[src/rtl/spm_b_arbiter.sv]
// SPM port B arbiter: MEM-stage priority with a DMA starvation guard.
// Also tracks the owner of the in-flight read and steers the returned data to it.
module spm_b_arbiter #(
  parameter int unsigned ADDR_W   = 12,
  parameter int unsigned DATA_W   = 32,
  parameter int unsigned MAX_WAIT = 4
) (
  input  logic              clk,
  input  logic              reset_,
  input  logic              mem_as_,
  input  logic              mem_rw,
  input  logic [ADDR_W-1:0] mem_addr,
  input  logic [DATA_W-1:0] mem_wr_data,
  output logic [DATA_W-1:0] mem_rd_data,
  output logic              mem_busy,
  input  logic              dma_req,
  input  logic              dma_rw,
  input  logic [ADDR_W-1:0] dma_addr,
  input  logic [DATA_W-1:0] dma_wr_data,
  output logic              dma_ack,
  output logic              dma_rd_valid,
  output logic [DATA_W-1:0] dma_rd_data,
  output logic              spm_as_,
  output logic              spm_rw,
  output logic [ADDR_W-1:0] spm_addr,
  output logic [DATA_W-1:0] spm_wr_data,
  input  logic [DATA_W-1:0] spm_rd_data
);

  localparam int unsigned CNT_W = 4;
  localparam logic [CNT_W-1:0] WAIT_MAX = CNT_W'(MAX_WAIT);
  localparam logic RD = 1'b1;

  typedef enum logic [1:0] {
    OWN_NONE = 2'd0,
    OWN_MEM  = 2'd1,
    OWN_DMA  = 2'd2
  } owner_t;

  owner_t           rd_owner, rd_owner_nxt;
  logic [CNT_W-1:0] wait_cnt, wait_cnt_nxt;
  logic             force_dma, gnt_dma, gnt_mem;

  // Per-cycle grant: DMA wins on an idle MEM, or once it has waited long enough
  always_comb begin
    force_dma = (wait_cnt == WAIT_MAX);
    gnt_dma   = dma_req & (mem_as_ | force_dma);
    gnt_mem   = ~mem_as_ & ~gnt_dma;
  end

  // Port B mux; an idle port parks as a READ with MEM address/data
  always_comb begin
    spm_as_     = ~(gnt_mem | gnt_dma);
    spm_rw      = RD;
    spm_addr    = mem_addr;
    spm_wr_data = mem_wr_data;
    if (gnt_dma) begin
      spm_rw      = dma_rw;
      spm_addr    = dma_addr;
      spm_wr_data = dma_wr_data;
    end else if (gnt_mem) begin
      spm_rw      = mem_rw;
    end
    mem_busy    = ~mem_as_ & gnt_dma;
    dma_ack     = gnt_dma;
    mem_rd_data = (rd_owner == OWN_MEM) ? spm_rd_data : '0;
  end

  // Starvation counter and read-owner next state
  always_comb begin
    wait_cnt_nxt = wait_cnt;
    rd_owner_nxt = OWN_NONE;
    if (!dma_req || gnt_dma) begin
      wait_cnt_nxt = '0;
    end else if (wait_cnt != WAIT_MAX) begin
      wait_cnt_nxt = wait_cnt + CNT_W'(1);
    end
    if (gnt_dma && (dma_rw == RD)) begin
      rd_owner_nxt = OWN_DMA;
    end else if (gnt_mem && (mem_rw == RD)) begin
      rd_owner_nxt = OWN_MEM;
    end
  end

  always_ff @(posedge clk or negedge reset_) begin
    if (!reset_) begin
      wait_cnt <= '0;
      rd_owner <= OWN_NONE;
    end else begin
      wait_cnt <= wait_cnt_nxt;
      rd_owner <= rd_owner_nxt;
    end
  end

  // DMA read return: capture one cycle after the SPM address phase
  always_ff @(posedge clk or negedge reset_) begin
    if (!reset_) begin
      dma_rd_valid <= 1'b0;
      dma_rd_data  <= '0;
    end else begin
      dma_rd_valid <= (rd_owner == OWN_DMA);
      if (rd_owner == OWN_DMA) begin
        dma_rd_data <= spm_rd_data;
      end
    end
  end

endmodule

[config.mk]
export PLATFORM = sky130hd
export DESIGN_NAME = spm_b_arbiter
export DESIGN_NICKNAME = d
export VERILOG_FILES = /design/src/rtl/spm_b_arbiter.sv
export SDC_FILE = /design/constraint.sdc
export NUM_CORES = 1
export LEC_CHECK = 0
export CAP_MARGIN = 20
export CORE_UTILIZATION = 27
export DETAILED_ROUTE_END_ITERATION = 6
export PLACE_DENSITY_LB_ADDON = 0.12
export SKIP_CTS_REPAIR_TIMING = 1
export SYNTH_ARGS = -nofsm -noshare
export SYNTH_HDL_FRONTEND = slang
export SYNTH_SLANG_ARGS = --single-unit
[constraint.sdc]
create_clock -name clk -period 1.8 [get_ports clk]
set_input_delay 0.18 -clock clk [delete_from_list [all_inputs] [get_ports clk]]
set_output_delay 0.18 -clock clk [all_outputs]
set_load 0.01 [all_outputs]
* Word level (Yosys, flattened, before mapping) *
Index checks and enable logic that the tools add are counted.

storage, ports and cells
  bits of input ports = 126
  word-level logic and storage cells = 31
  output and inout bits = 113
  register bits = 39

operators by class
  equality and inequality tests = 4
  reductions and logical operators = 5
  mux-type cells = 9
  $add $sub $neg = 1
  bitwise operators = 8

operator list
  kind                                                    count
  2-to-1 mux 32 bit                                       2
  2-to-1 mux 12 bit                                       1
  2-to-1 mux 4 bit                                        2
  adder 4 x 1 -> 4 bit (second input constant)            1
  == test 4 x 3 -> 1 bit (second input constant)          1
  inequality test 4 x 3 -> 1 bit (second input constant)  1
  AND 1 bit                                               3
  2-to-1 mux 1 bit                                        3
  NOT 1 bit                                               3
  == test 2 x 1 -> 1 bit (second input constant)          1
  == test 2 bit (second input constant)                   1
  logical AND 1 bit                                       2
  2-to-1 mux 2 bit                                        1
  bitwise OR 1 bit                                        2
  nonzero test 2 bit                                      1
  zero test 1 bit                                         1
  logical OR 1 bit                                        1

* Depth between registers and ports, before layout *
  depth in word-level cells = 8
  mapped depth = 8
  mapped depth without buffers = 6

* Worst setup path after synthesis *
Ideal clock, no wire load.

  path kind = register to output
  start point = register wait_cnt[0]
  end point = output spm_addr[10]
  slack = 0.064 ns
  buffers on the path = 2
  data required time = 1.620 ns
  arrival time = 1.556 ns
  stages on the path, launching flop included = 8
  path through = dfrtp_1 > inv_1 > ha_1 > and3b_1 > o21ai_2 > buf_6 > buf_8 > mux2_4

on the way
  word-level cells in the longest chain between the ends = 4

ends and longest elaborated chain
  element                 line  text
  from (decl)             41    logic [CNT_W-1:0] wait_cnt, wait_cnt_nxt;
  from (signal assigned)  90    wait_cnt <= wait_cnt_nxt;
  == test 4 x 3 -> 1 bit  46    force_dma = (wait_cnt == WAIT_MAX);
  bitwise OR 1 bit        47    gnt_dma = dma_req & (mem_as_ | force_dma);
  AND 1 bit               47
  2-to-1 mux 12 bit       57    if (gnt_dma) begin
  to (decl)               25    output logic [ADDR_W-1:0] spm_addr,

Every way passes these cells.

* Final worst setup path *
  start point = register wait_cnt[0]
  end point = output spm_wr_data[9]

on the way
  word-level cells in the longest chain between the ends = 4

ends and longest elaborated chain
  element                 line  text
  == test 4 x 3 -> 1 bit  46
  bitwise OR 1 bit        47
  AND 1 bit               47
  2-to-1 mux 32 bit       57
  to (decl)               26    output logic [DATA_W-1:0] spm_wr_data,

Every way passes these cells.

==> summary.md <==
| Metric | Value |
|---|---|
| Leakage dissipation | `2.831 nW` |
| Initial core utilization | `0.2857` |
| DRC violations left | `0` |
| Synthesized area | `2395 µm²` |
| Core Region | `8382 µm²` |
| Final period util | `1.246` |
| Worst path max stage delay | `0.34 ns` |
| CP Class | `reg -> out` |
| Setup Skew | `0.004071 ns` |
| Initial antenna violation count | `0` |
| Largest net degree at the start of global routing | `40` |
| Instance count of the mapped netlist | `186` |
| Die H | `96.18 µm` |
| Fin. max-slew vios | `0` |
| Total routed wirelength | `8395 µm` |
| Top FF cell, synth | `dfrtp_1` |
| CP top delay family | `buffers and inverters` |
| Port bufs | `238` |
| P&R area growth vs syn | `122.6%` |
| Flops & latches, synth | `39` |
| Crit path capture type | `output pin` |
| Final cell utilization of the core | `0.6361` |
| Leading cell type in the layout, fill and taps excluded | `clkdlybuf4s50_1` |
| GP Congestion | `0.7640` |
| Via density | `4.292` |
| Routed Antenna Nets | `0` |
| Vias in the first global route | `2180` |
| Crit-path cells | `inv_1 > ha_2 > and3b_2 > o21ai_4 > buf_12 > clkbuf_16 > mux2_4 > buf_6` |
| Status | `finished with violations` |
| Gr usage total | `0.1568` |
| Unrepaired setup endpoints after global routing | `true` |
| Required @ worst endpoint | `1.62 ns` |
| Worst-path clk slew | `0.08 ns` |
| Min Tclk post-route | `2.242 ns` |
| Cts bufs inserted | `5` |
| Worst-Skew Late Latency | `0.28 ns` |
| VDD IR max | `0.0002975 V` |
| Failing checks | `negative setup slack` |
| FP Rows | `33` |
| Sequential area share after synthesis | `0.4075` |
| Hold WS | `0.4572 ns` |
| Crit path buffers/inverters | `4` |
| FILL cells | `680` |
| Final Hold Fails | `0` |
| I/O pin cnt | `239` |
| # setup viols final | `47` |
| Final worst slack | `-0.4424 ns` |
| Max_slew headroom | `0.6701` |
| H-tree levels | `2` |
| GRT overflow | `0` |
| Crit start category | `register` |
| DR vias | `2378` |
| Max Clock Freq | `0.4459 GHz` |
| CTS tree | `done` |
| Ys async rst share | `1.000` |
| Max-cap violations | `0` |
| Largest cells by area after synthesis | `dfrtp_1, mux2_2, mux2_4, and2_1, buf_8` |
| Synth unique cells | `25` |
| Synthesized Nets | `314` |
| Iter 0 DRT Violations | `23` |
| Post-synth EDFFs | `0` |
| Most frequent cells in the layout | `clkdlybuf4s50_1, mux2_2, dfrtp_1, buf_6, and2_1` |
| HPWL after DPL | `6607 µm` |
| Synth warnings | `0` |
| Leading area contributor after synthesis | `dfrtp_1` |
| CTS sink cnt | `39` |
| Arr. time, crit path | `2.06 ns` |
| Pwr Density | `614.1 nW/µm²` |
| Antenna diode count | `0` |
| First-pass GRT wire length | `10990 µm` |
| Drt pass-1 iters | `4` |
| Root buf cell | `clkbuf_8` |
| Tightest Pin Transition | `0.4949 ns` |
| CP max-delay cell | `dfrtp_1` |
| Area share of the largest cell type after synthesis | `0.4075` |
| Layout cell share with drive strength beyond 1 | `0.3853` |
| HP Class | `in -> reg` |
| Final #Nets | `576` |
| Mean area per synthesized cell | `12.88 µm²` |
| Clk buf depth | `2` |
| Die ar. | `9251 µm²` |
| Die X | `96.18 µm` |
| Wirelength per Cell | `15.15 µm` |
| Crit-path max FO | `6` |
[worst min-delay path, delay by kind of cell]
kind / cells / cell delay (ns)
buffers and inverters: 2 / 0.48
and+or+nand+nor: 1 / 0.05
[metrics by stage]
step	setup TNS [ns]	instance area [µm²]	cells	power, mW	worst slack [ns]
3_3_place_gp	-17.43	4942	528	2.485	-0.4018
5_1_grt	-21.68	5331	554	3.447	-0.5089
3_5_place_dp	-19.27	4942	528	2.507	-0.4609
2_1_floorplan	0	2395	186	1.603	0.06419
4_1_cts	-38.27	5060	536	3.274	-0.7951
6_report	-18.27	5331	554	3.274	-0.4424
[layout make-up]
class | count | area [µm²] | area share
well taps | 105 | 131.4 | 0.02464
multi-input cells | 130 | 1349 | 0.2530
clock buffers | 6 | 82.58 | 0.01549
repair buffers | 267 | 2734 | 0.5128
clock inverters | 2 | 35.03 | 0.006571
flip-flops and latches | 39 | 975.9 | 0.1831
inverters | 5 | 23.77 | 0.004459
[report_power, final]
group	switching, mW	internal [mW]	total (mW)
combinational	0.466	0.948	1.41
sequential	0.0730	1.04	1.11
clock	0.304	0.449	0.752
total	0.843	2.43	3.27
[cells by family after synthesis]
| family | share of synthesized area |
|---|---|
| AO/OA/AOI/OAI | 0.008882 |
| buffers and inverters | 0.04597 |
| AND/OR/NAND/NOR | 0.1202 |
| multiplexers | 0.3997 |
| adder cells (fa/ha/maj) | 0.01045 |
| flip-flops | 0.4075 |
| XOR/XNOR | 0.007316 |
[routing by layer]
metal  global-route usage  wire length (µm)
met5                    0                 0
met4              0.04104                99
met3              0.04107               735
met2               0.2872              4572
met1               0.1786              2987
[registers in the layout, indices dropped and copies added, names as in the netlist]
register and flops:
dma_rd_data 32, wait_cnt 4, rd_owner 2, dma_rd_valid 1
[synthesized netlist by cell type (2+ instances only)]
cell type / count
buf_2: 4
mux2_2: 49
clkbuf_1: 4
dfrtp_1: 39
ha_1: 2
nor2b_1: 3
buf_8: 3
mux2_4: 27
and2_1: 32
inv_1: 4
nor2_1: 5
[path summary, 6_finish.rpt]
check | startpoint | end | slack [ns] | cells after the start
max | wait_cnt[0] | spm_wr_data[9] | -0.44 | 8
min | dma_rw | rd_owner[1] | 0.46 | 3
max reg2reg | wait_cnt[0] | rd_owner[0] | 0.09 | 9
min reg2reg | dma_rd_data[14] | dma_rd_data[14] | 0.51 | 1
max in group asynchronous | reset_ | dma_rd_data[8] | 0.97 | 3
min in group asynchronous | reset_ | dma_rd_data[0] | 0.48 | 3
(Power assumes the default switching activity.)
